## src/rtl/ram8_master.sv

```systemverilog
// Sequencing initiator for an 8 x 16 RAM: FILL writes base + i*step into every word,
// SUM reads all eight words back and reports their wrapping 16-bit sum.
module ram8_master (
    input  logic        clk,
    input  logic        reset,
    input  logic        start,
    input  logic        op,
    input  logic [15:0] base,
    input  logic [15:0] step,
    output logic        busy,
    output logic        done,
    output logic [15:0] result,
    output logic        mem_load,
    output logic [2:0]  mem_address,
    output logic [15:0] mem_in,
    input  logic [15:0] mem_out
);

    typedef enum logic [1:0] {
        S_IDLE = 2'd0,
        S_FILL = 2'd1,
        S_SUM  = 2'd2,
        S_DONE = 2'd3
    } state_t;

    state_t      state_q, state_d;
    logic [2:0]  idx_q, idx_d;
    logic [15:0] value_q, value_d;
    logic [15:0] step_q, step_d;
    logic [15:0] acc_q, acc_d;
    logic [15:0] result_q, result_d;
    logic [2:0]  addr_q, addr_d;
    logic [15:0] din_q, din_d;
    logic [15:0] acc_sum;

    assign acc_sum = acc_q + mem_out;

    always_comb begin
        state_d     = state_q;
        idx_d       = idx_q;
        value_d     = value_q;
        step_d      = step_q;
        acc_d       = acc_q;
        result_d    = result_q;
        addr_d      = addr_q;
        din_d       = din_q;
        mem_load    = 1'b0;
        mem_address = addr_q;
        mem_in      = din_q;

        unique case (state_q)
            S_IDLE: begin
                if (start) begin
                    value_d = base;
                    step_d  = step;
                    acc_d   = 16'h0000;
                    idx_d   = 3'd0;
                    state_d = op ? S_SUM : S_FILL;
                end
            end
            S_FILL: begin
                mem_load    = 1'b1;
                mem_address = idx_q;
                mem_in      = value_q;
                addr_d      = idx_q;
                din_d       = value_q;
                value_d     = value_q + step_q;
                idx_d       = idx_q + 3'd1;
                // the value written in the idx 7 cycle is base + 7*step
                if (idx_q == 3'd7) begin
                    result_d = value_q;
                    state_d  = S_DONE;
                end
            end
            S_SUM: begin
                mem_address = idx_q;
                addr_d      = idx_q;
                acc_d       = acc_sum;
                idx_d       = idx_q + 3'd1;
                if (idx_q == 3'd7) begin
                    result_d = acc_sum;
                    state_d  = S_DONE;
                end
            end
            S_DONE: begin
                state_d = S_IDLE;
            end
            default: begin
                state_d = S_IDLE;
            end
        endcase
    end

    always_ff @(posedge clk) begin
        if (reset) begin
            state_q  <= S_IDLE;
            idx_q    <= 3'd0;
            value_q  <= 16'h0000;
            step_q   <= 16'h0000;
            acc_q    <= 16'h0000;
            result_q <= 16'h0000;
            addr_q   <= 3'd0;
            din_q    <= 16'h0000;
        end else begin
            state_q  <= state_d;
            idx_q    <= idx_d;
            value_q  <= value_d;
            step_q   <= step_d;
            acc_q    <= acc_d;
            result_q <= result_d;
            addr_q   <= addr_d;
            din_q    <= din_d;
        end
    end

    assign busy   = (state_q != S_IDLE);
    assign done   = (state_q == S_DONE);
    assign result = result_q;

endmodule

```

## config.mk

```make
export PLATFORM = sky130hd
export DESIGN_NAME = ram8_master
export DESIGN_NICKNAME = d
export VERILOG_FILES = /design/src/rtl/ram8_master.sv
export SDC_FILE = /design/constraint.sdc
export NUM_CORES = 1
export LEC_CHECK = 0
export CORE_MARGIN = 2
export CORE_UTILIZATION = 48
export DETAILED_ROUTE_END_ITERATION = 6
export PLACE_DENSITY = 0.75
export RECOVER_POWER = 100
export SETUP_SLACK_MARGIN = 0.15
export SLEW_MARGIN = 10
export SYNTH_ARGS = -nofsm -noshare
export SYNTH_HDL_FRONTEND = slang
export SYNTH_SLANG_ARGS = --single-unit
```

## constraint.sdc

```tcl
create_clock -name clk -period 2.55 [get_ports clk]
set_input_delay 0.51 -clock clk [delete_from_list [all_inputs] [get_ports clk]]
set_output_delay 0.51 -clock clk [all_outputs]
set_load 0.005 [all_outputs]
```

======== Word level (Yosys, flattened, before mapping) ========
Cells that the tools add are included.
cells by class
  add/sub/neg operators ................... 3
  equality and inequality tests ........... 8
  mux-type cells .......................... 16
  reductions and logical operators ........ 13
operator list
  operator                                                                count
  16-bit one-hot mux with 2 select lines                                  3
  16-bit 2-to-1 mux                                                       5
  16-bit adder                                                            2
  2-bit AND reduction                                                     5
  2-bit nonzero test                                                      5
  2-bit 2-to-1 mux                                                        3
  3-bit 2-to-1 mux                                                        2
  2-bit != test (second input constant)                                   3
  2-bit one-hot mux with 3 select lines                                   1
  3-bit one-hot mux with 2 select lines                                   1
  2-bit equality test (second input constant)                             2
  3-bit by 1-bit adder with 3-bit output (second input constant)          1
  3-bit equality test (second input constant)                             1
  3-bit AND reduction                                                     1
  2-bit by 1-bit equality test with 1-bit output (second input constant)  1
  2-bit zero test                                                         1
  2-bit by 1-bit != test with 1-bit output (second input constant)        1
  2-bit OR reduction                                                      1
  1-bit 2-to-1 mux                                                        1
word-level totals
  register bits after elaboration ......... 88
  logic and storage cells ................. 48

======== Depth between registers and ports, before layout ========
Gate-level depths: netlist (run 1).
  word-level depth ........................ 4
  mapped depth ............................ 10
  gate-level depth less buffers ........... 8

======== Worst setup path before layout (run 1) ========
OpenSTA, ideal clock, no wires.
  kind .................................... input-to-reg
  start point ............................. in mem_out[0]
  end point ............................... reg result_q[14], in the netlist result[14]
  setup time .............................. 95 ps
  arrival ................................. 2417 ps
  required time ........................... 2455 ps
  setup slack ............................. 38 ps
  stages on the path ...................... 8
  cells stage by stage .................... ha_1 > fa_1 > a21o_1 > a311oi_2 > nor3_1 > a211o_2 > xnor2_2 > a221oi_1
between the ends
  cells in the longest elaborated chain, start to end .. 3
ends and longest elaborated chain
  element                                 RTL line  source
  from (decl)                             16        input logic [15:0] mem_out
  16-bit adder                            36        assign acc_sum = acc_q + mem_out;
  16-bit 2-to-1 mux                       80        if (idx_q == 3'd7) begin
  16-bit one-hot mux with 2 select lines  51        unique case (state_q)
  to (signal assigned)                    110       result_q <= result_d;
  to (decl)                               31        logic [15:0] result_q, result_d;
Every way passes these cells. The select of a mux whose other input is x is not followed.
A chain may end at the register's enable or synchronous reset.

======== Worst setup path in the final report (run 1) ========
  start point ............................. reg state_q[1]
  end point ............................... out mem_in[11]
between the ends
  cells in the longest elaborated chain, start to end .. 2
ends and longest elaborated chain
  element                                         RTL line  source
  from (decl)                                     26        state_t state_q, state_d;
  from (signal assigned)                          105       state_q <= state_d;
  2-bit by 1-bit equality test with 1-bit output  51
  16-bit 2-to-1 mux                               -
  to (decl)                                       15        output logic [15:0] mem_in,
Every way passes these cells.

==> results of run 1 <==
[per-stage QoR]
step                power, µW  worst slack (ns)  cells  utilization [%]
finish                   5235           0.05925    872            65.98
global route             5564          0.001376    872            65.98
CTS                      5205           0.03710    866            65.49
detailed placement       4031           -0.4571    842            62.13
global placement         3951           -0.3983    842            62.13
floorplan                3228            0.1532    599                -
[cell usage after synthesis, drive strengths merged, types with 6 or more instances]
cell,instances,area [µm²]
and2,22,137.6
clkbuf,16,60.06
a21o,9,67.56
a221oi,6,65.06
dfxtp,88,1762
a21oi,73,365.4
inv,11,41.29
nor2,40,150.1
mux2i,13,130.1
nand3,23,120.1
nand2,73,274.0
buf,18,81.33
a211oi,16,125.1
xnor2,21,191.4
o21ai,37,185.2
ha,36,450.4
mux2,20,225.2
[where the power goes]
group	total (µW)	internal, µW	switching [µW]
Combinational	2390	1120	1270
Sequential	1810	1590	216
Clock	1040	516	525
[final timing paths]
kind	startpoint	endpoint	slack (ns)	cells after the start
worst max-delay path	state_q[1]$_SDFFE_PP0P_	mem_in[11]	0.06	5
worst min-delay path	step_q[4]$_SDFFE_PP0P_	step_q[4]$_SDFFE_PP0P_	0.46	2
worst max register to register	value_q[0]$_SDFFE_PP0P_	value_q[12]$_SDFFE_PP0P_	0.13	8
worst min register to register	step_q[4]$_SDFFE_PP0P_	step_q[4]$_SDFFE_PP0P_	0.46	2
[state kept, by name, indices dropped and copies added (netlist names)]
signal and flops:
step_q 16, result 16, value_q 16, din_q 16, addr_q 3, acc_q 16, idx_q 3, state_q 2
[routing by layer]
metal / track usage [%] / share of wire [%] / up-vias
met2: 43.81 / 49 / 133
met4: 5.751 / 0.70 / 0
met5: 0 / 0 / -
li1: - / - / 2426
met3: 4.498 / 4.7 / 10
met1: 32.78 / 45 / 2257
[worst max-delay path, stage by stage, from the launching register on]
cell	delay [ns]
dfxtp_1	0.40
inv_4	0.06
ha_4	0.19
buf_12	0.15
mux2_1	0.36
clkdlybuf4s50_1	0.46
[layout make-up]
type | instances | area (µm²) | share of cell area, %
Clock buffer | 11 | 151.4 | 2.232
Clock inverter | 5 | 61.31 | 0.9041
Inverter | 11 | 43.79 | 0.6458
Multi-Input combinational cell | 466 | 3158 | 46.57
Sequential cell | 88 | 1762 | 25.98
Tap cell | 136 | 170.2 | 2.509
Timing Repair Buffer | 155 | 1435 | 21.16
[placed cells by master, fill, tap and decap left out, drive strengths merged, types with 16 or more instances in the layout]
master,synthesis,routed
o21ai,37,37
mux2,20,20
and2,22,22
clkbuf,16,28
buf,18,49
nor2,40,40
dfxtp,88,88
ha,36,36
nand3,23,23
dlygate4sd3,0,17
xnor2,21,21
a211oi,16,16
clkdlybuf4s50,0,53
nand2,73,73
a21oi,73,73
[cells by family after synthesis]
kind of cell	after synthesis	share of synthesized area (%)
AOI/OAI and AO/OA	177	22.03
buffers and inverters	45	3.618
adders and majority gates	38	9.713
xor gates and xnor gates	26	4.658
muxes	33	7.037
and+or+nand+nor	192	18.06
DFF	88	34.89
[repair_timing]
item | CTS | global route
resized for setup | 18 | 23
cloned | 2 | 1
pin swaps | 7 | 4
endpoints found under the setup margin | 30 | 21
setup buffers | 6 | 5
==> metrics, run 1 <==
status=finished clean; ANT cells=0; P per Cell Area=a little under 800 mW/mm²; Sum Neg Setup Slack=0 ns; Worst Hold Class=reg -> reg; Nets=821; f_max=0.4015 GHz; DR iter-0 viols=274; total wire length=14,410 µm; initial antenna violation count=0; design area=0.006782 mm²; CP arrival=just under 2 ns; syn avg cell area=8.430 µm²; Tmin final=~2.5 ns; die width=approximately 110 µm; die area=0.01136 mm²; worst rel slew slack=43.29%; max_cap viols=0; placed standard-cell area=0.006385 mm²; vias in the first global route=around 4,700; Worst Path Required=approximately 2 ns; routed via count=around 4,800; Initial DRT Pass Iterations=5; fillers=918; core area=0.01028 mm²; Die Y=between 100 and 150 µm; CTS Sinks=~90; crit end category=output port; RSZ-0062 raised after global routing=yes; Num CTS Buffers=9; post-synthesis sequential area ratio=34.89%; mapped cell area=0.005050 mm²; Clock Tree Buf Depth=2; clk slew on worst S/H paths=0.10 ns; clock latency on the worst-skew pair=0.36 ns; EDFF count, synth=0; largest net degree at the start of global routing=42; IO Port Bufs=89; Rows=37; htree depth=3; Async S/R FF share, synth=0%; Startpoint Class=register; gpl congestion=0.8750; maximum VDD drop=0.4261 mV; io pins=90; layout cells sized above 1=around 14%; worst hold slack=0.4639 ns; Main synth FF type=dfxtp_1; Vias/cell=5.534; slew of the pin with the lowest slew margin=0.8418 ns; WS Path Type=reg -> out; ANT nets after route=0; total grt overflow=0; Cells after Synth=between 500 and 600; Detailed Place HPWL=10,460 µm; Leak=0.002987 µW; wire per inst=16.52 µm; Total Routing Usage GR=25.27%; Initial Utilization=about half; TritonCTS clock tree=built; first-pass GRT wire length=around 23,000 µm; DRC Markers=0; Final Cycle Share=97.68%; flops & latches, synth=88; yosys synthesis warning count=0; Hold Vio Cnt, Final=0; P&R area growth vs syn=34.29%; Post-Syn Nets=689; synth unique cells=56; Max Clock Skew=around 0.015 ns; CTS hold repair buffers=0; Crit Path Max Fanout=5; clock root buffer=clkbuf_8; Slew Limit Fails=0; final count of negative-setup-slack endpoints=0
(Power assumes the default switching activity.)
==> inputs of run 2 (changes only) <==
--- a/config.mk
+++ b/config.mk
@@ -5,7 +5,6 @@
 export SDC_FILE = /design/constraint.sdc
 export NUM_CORES = 1
 export LEC_CHECK = 0
-export CORE_MARGIN = 2
 export CORE_UTILIZATION = 48
 export DETAILED_ROUTE_END_ITERATION = 6
 export PLACE_DENSITY = 0.75
==> metrics, run 2 (synthesis results as in run 1) <==
Non-Filler Instances=869; hold path startpoint=step_q[2]$_SDFFE_PP0P_; metal2 WL=6675 µm; leading cell types in the layout, fill and taps excluded=87 x dfxtp_1, 73 x nand2_1, 72 x a21oi_1; vias in the first global route=~4,800; initial antenna violation count=0; sw frac=approximately two fifths; Total Routing Usage GR=25.77%; R2R cell count=10; Clock Tree Buf Depth=2; die area=0.01093 mm²; CP arrival=1.95 ns; Detailed Place HPWL=~10,000 µm; total grt overflow=0; final count of negative-setup-slack endpoints=0; CTS Sinks=88; max_cap viols=0; clock latency on the worst-skew pair=0.36 ns; Final Cycle Share=96.63%; TritonCTS clock tree=built; Tmin final=2.464 ns; FF-to-FF setup slack=0.17 ns; crit end category=output port; worst rel slew slack=55.99%; WL met3=820 µm; setup ws final=0.08597 ns; gpl congestion=about 0.9; f_max=between 0.4 and 0.5 GHz; clk slew on worst S/H paths=about 0.09 ns; Sum Neg Setup Slack=0 ns; clock root buffer=clkbuf_8; first-pass GRT wire length=22,610 µm; leading cell type in the layout, fill and taps excluded=dfxtp_1; P&R area growth vs syn=32.73%; Slew Limit Fails=0; Vias/cell=5.603; Worst Hold Path EP=step_q[2]$_SDFFE_PP0P_; Switch Pwr=1989 µW; Initial DRT Pass Iterations=5; Num CTS Buffers=9; layout cells sized above 1=between 10 and 15%; Leak=0.002818 µW; slew of the pin with the lowest slew margin=0.6602 ns; ANT cells=0; Rows=37; Internal Power=between 3000 and 4000 µW; die width=about 100 µm; Worst Hold Class=reg -> reg; power consumption=5081 µW; largest net degree at the start of global routing=36; io pins=90; FF-to-FF Start=acc_q[0]$_SDFFE_PP0P_; Hold Vio Cnt, Final=0; routed via count=4,869; Comb power frac=46.5%; clock share of power=between 10% and 20%; maximum VDD drop=between 0.4 and 0.5 mV; status=finished clean; Crit Path Max Fanout=9; Hold Crit Depth=2; Nets=818; CTS hold repair buffers=0; DR top layer=met4; Die Y=between 100 and 150 µm; Critical R2R Capture=acc_q[10]$_SDFFE_PP0P_; WS Path Type=reg -> out; Initial Utilization=just under 50%; IO Port Bufs=89; core area=0.01028 mm²; sequential power share=about 36%; Startpoint Class=register; P per Cell Area=758.0 mW/mm²; htree depth=3; Worst Setup SP=state_q[1]$_SDFFE_PP0P_; ANT nets after route=0; RSZ-0062 raised after global routing=yes; total wire length=13,790 µm; Worst Path Required=between 2 and 2.5 ns; pre-CTS WS=-0.4538 ns; DRC Markers=0; DR iter-0 viols=229; dpl cells=832; Max Clock Skew=roughly 0.0065 ns; met1 WL=6129 µm; wire per inst=approximately 16 µm
run 2: cell count changes in the layout (fill, tap and decap cells not counted), moves of 2 or more:
| cell | before | now |
|---|---|---|
| a211oi_1 | 14 | 16 |
| a211oi_2 | 2 | 0 |
| buf_4 | 45 | 41 |
| clkbuf_4 | 5 | 8 |
| clkdlybuf4s50_1 | 53 | 58 |
| clkinvlp_4 | 0 | 4 |
| dlygate4sd2_1 | 9 | 11 |
| dlymetal6s2s_1 | 4 | 0 |
| dlymetal6s4s_1 | 3 | 0 |
| inv_6 | 3 | 1 |
| mux2_1 | 8 | 1 |
| mux2_2 | 12 | 19 |
run 2: stage by stage:
step	util, %	instance area [µm²]	hold WS (ns)
after floorplan	-	5052	0.4356
after global placement	61.40	6310	0.4461
after detailed placement	61.40	6310	0.4517
after CTS	64.99	6679	0.4672
after global routing	65.22	6703	0.4900
final	65.22	6703	0.4654
run 2: power groups by stage:
stage | clock network (µW) | registers (µW) | logic [µW]
2_1_floorplan | 0 | 1750 | 1480
3_3_place_gp | 0 | 1810 | 2080
3_5_place_dp | 0 | 1830 | 2150
4_1_cts | 917 | 1800 | 2340
5_1_grt | 976 | 1840 | 2600
6_report | 908 | 1810 | 2360
run 2: timing repair:
item | 4_1_cts | 5_1_grt
pin swaps | 9 | 8
setup buffers | 14 | 5
gates resized for setup | 21 | 14
gates cloned | 2 | 0
endpoints found under the setup margin | 27 | 23
run 2: how the worst max path moves through the flow:
| stage | to | cells past startpoint |
|---|---|---|
| after floorplan | result[14]$_SDFFE_PP0P_ | 8 |
| after global placement | result[14]$_SDFFE_PP0P_ | 9 |
| after detailed placement | result[14]$_SDFFE_PP0P_ | 9 |
| after CTS | mem_in[5] | 5 |
| after global routing | acc_q[13]$_SDFFE_PP0P_ | 9 |
| final | mem_in[5] | 5 |
run 2: cell type report:
class	instances	area [µm²]
fill	900	3575
timing repair buffer	152	1379
clock inverter	6	43.79
sequential	88	1765
clock buffer	10	137.6
multi-input combinational	466	3163
inverter	11	43.79
tap	136	170.2
run 2: critical path, cell delays in order (launching register included):
cell and delay, ns:
dfxtp_1 0.35, inv_4 0.08, ha_4 0.20, buf_12 0.14
mux2_2 0.35, clkdlybuf4s50_1 0.45
run 2: routing by layer:
metal,vias up,track usage (%)
met2,153,44.61
met5,-,0
met3,19,3.930
li1,2419,-
met4,0,9.054
met1,2278,32.47
==> inputs of run 3 (changes only) <==
--- a/config.mk
+++ b/config.mk
@@ -10,7 +10,7 @@
 export PLACE_DENSITY = 0.75
 export RECOVER_POWER = 100
 export SETUP_SLACK_MARGIN = 0.15
-export SLEW_MARGIN = 10
+export SLEW_MARGIN = 30
 export SYNTH_ARGS = -nofsm -noshare
 export SYNTH_HDL_FRONTEND = slang
 export SYNTH_SLANG_ARGS = --single-unit
==> results of run 3 <==
No change in the layout: final DEF, timing and power equal those of run 2.
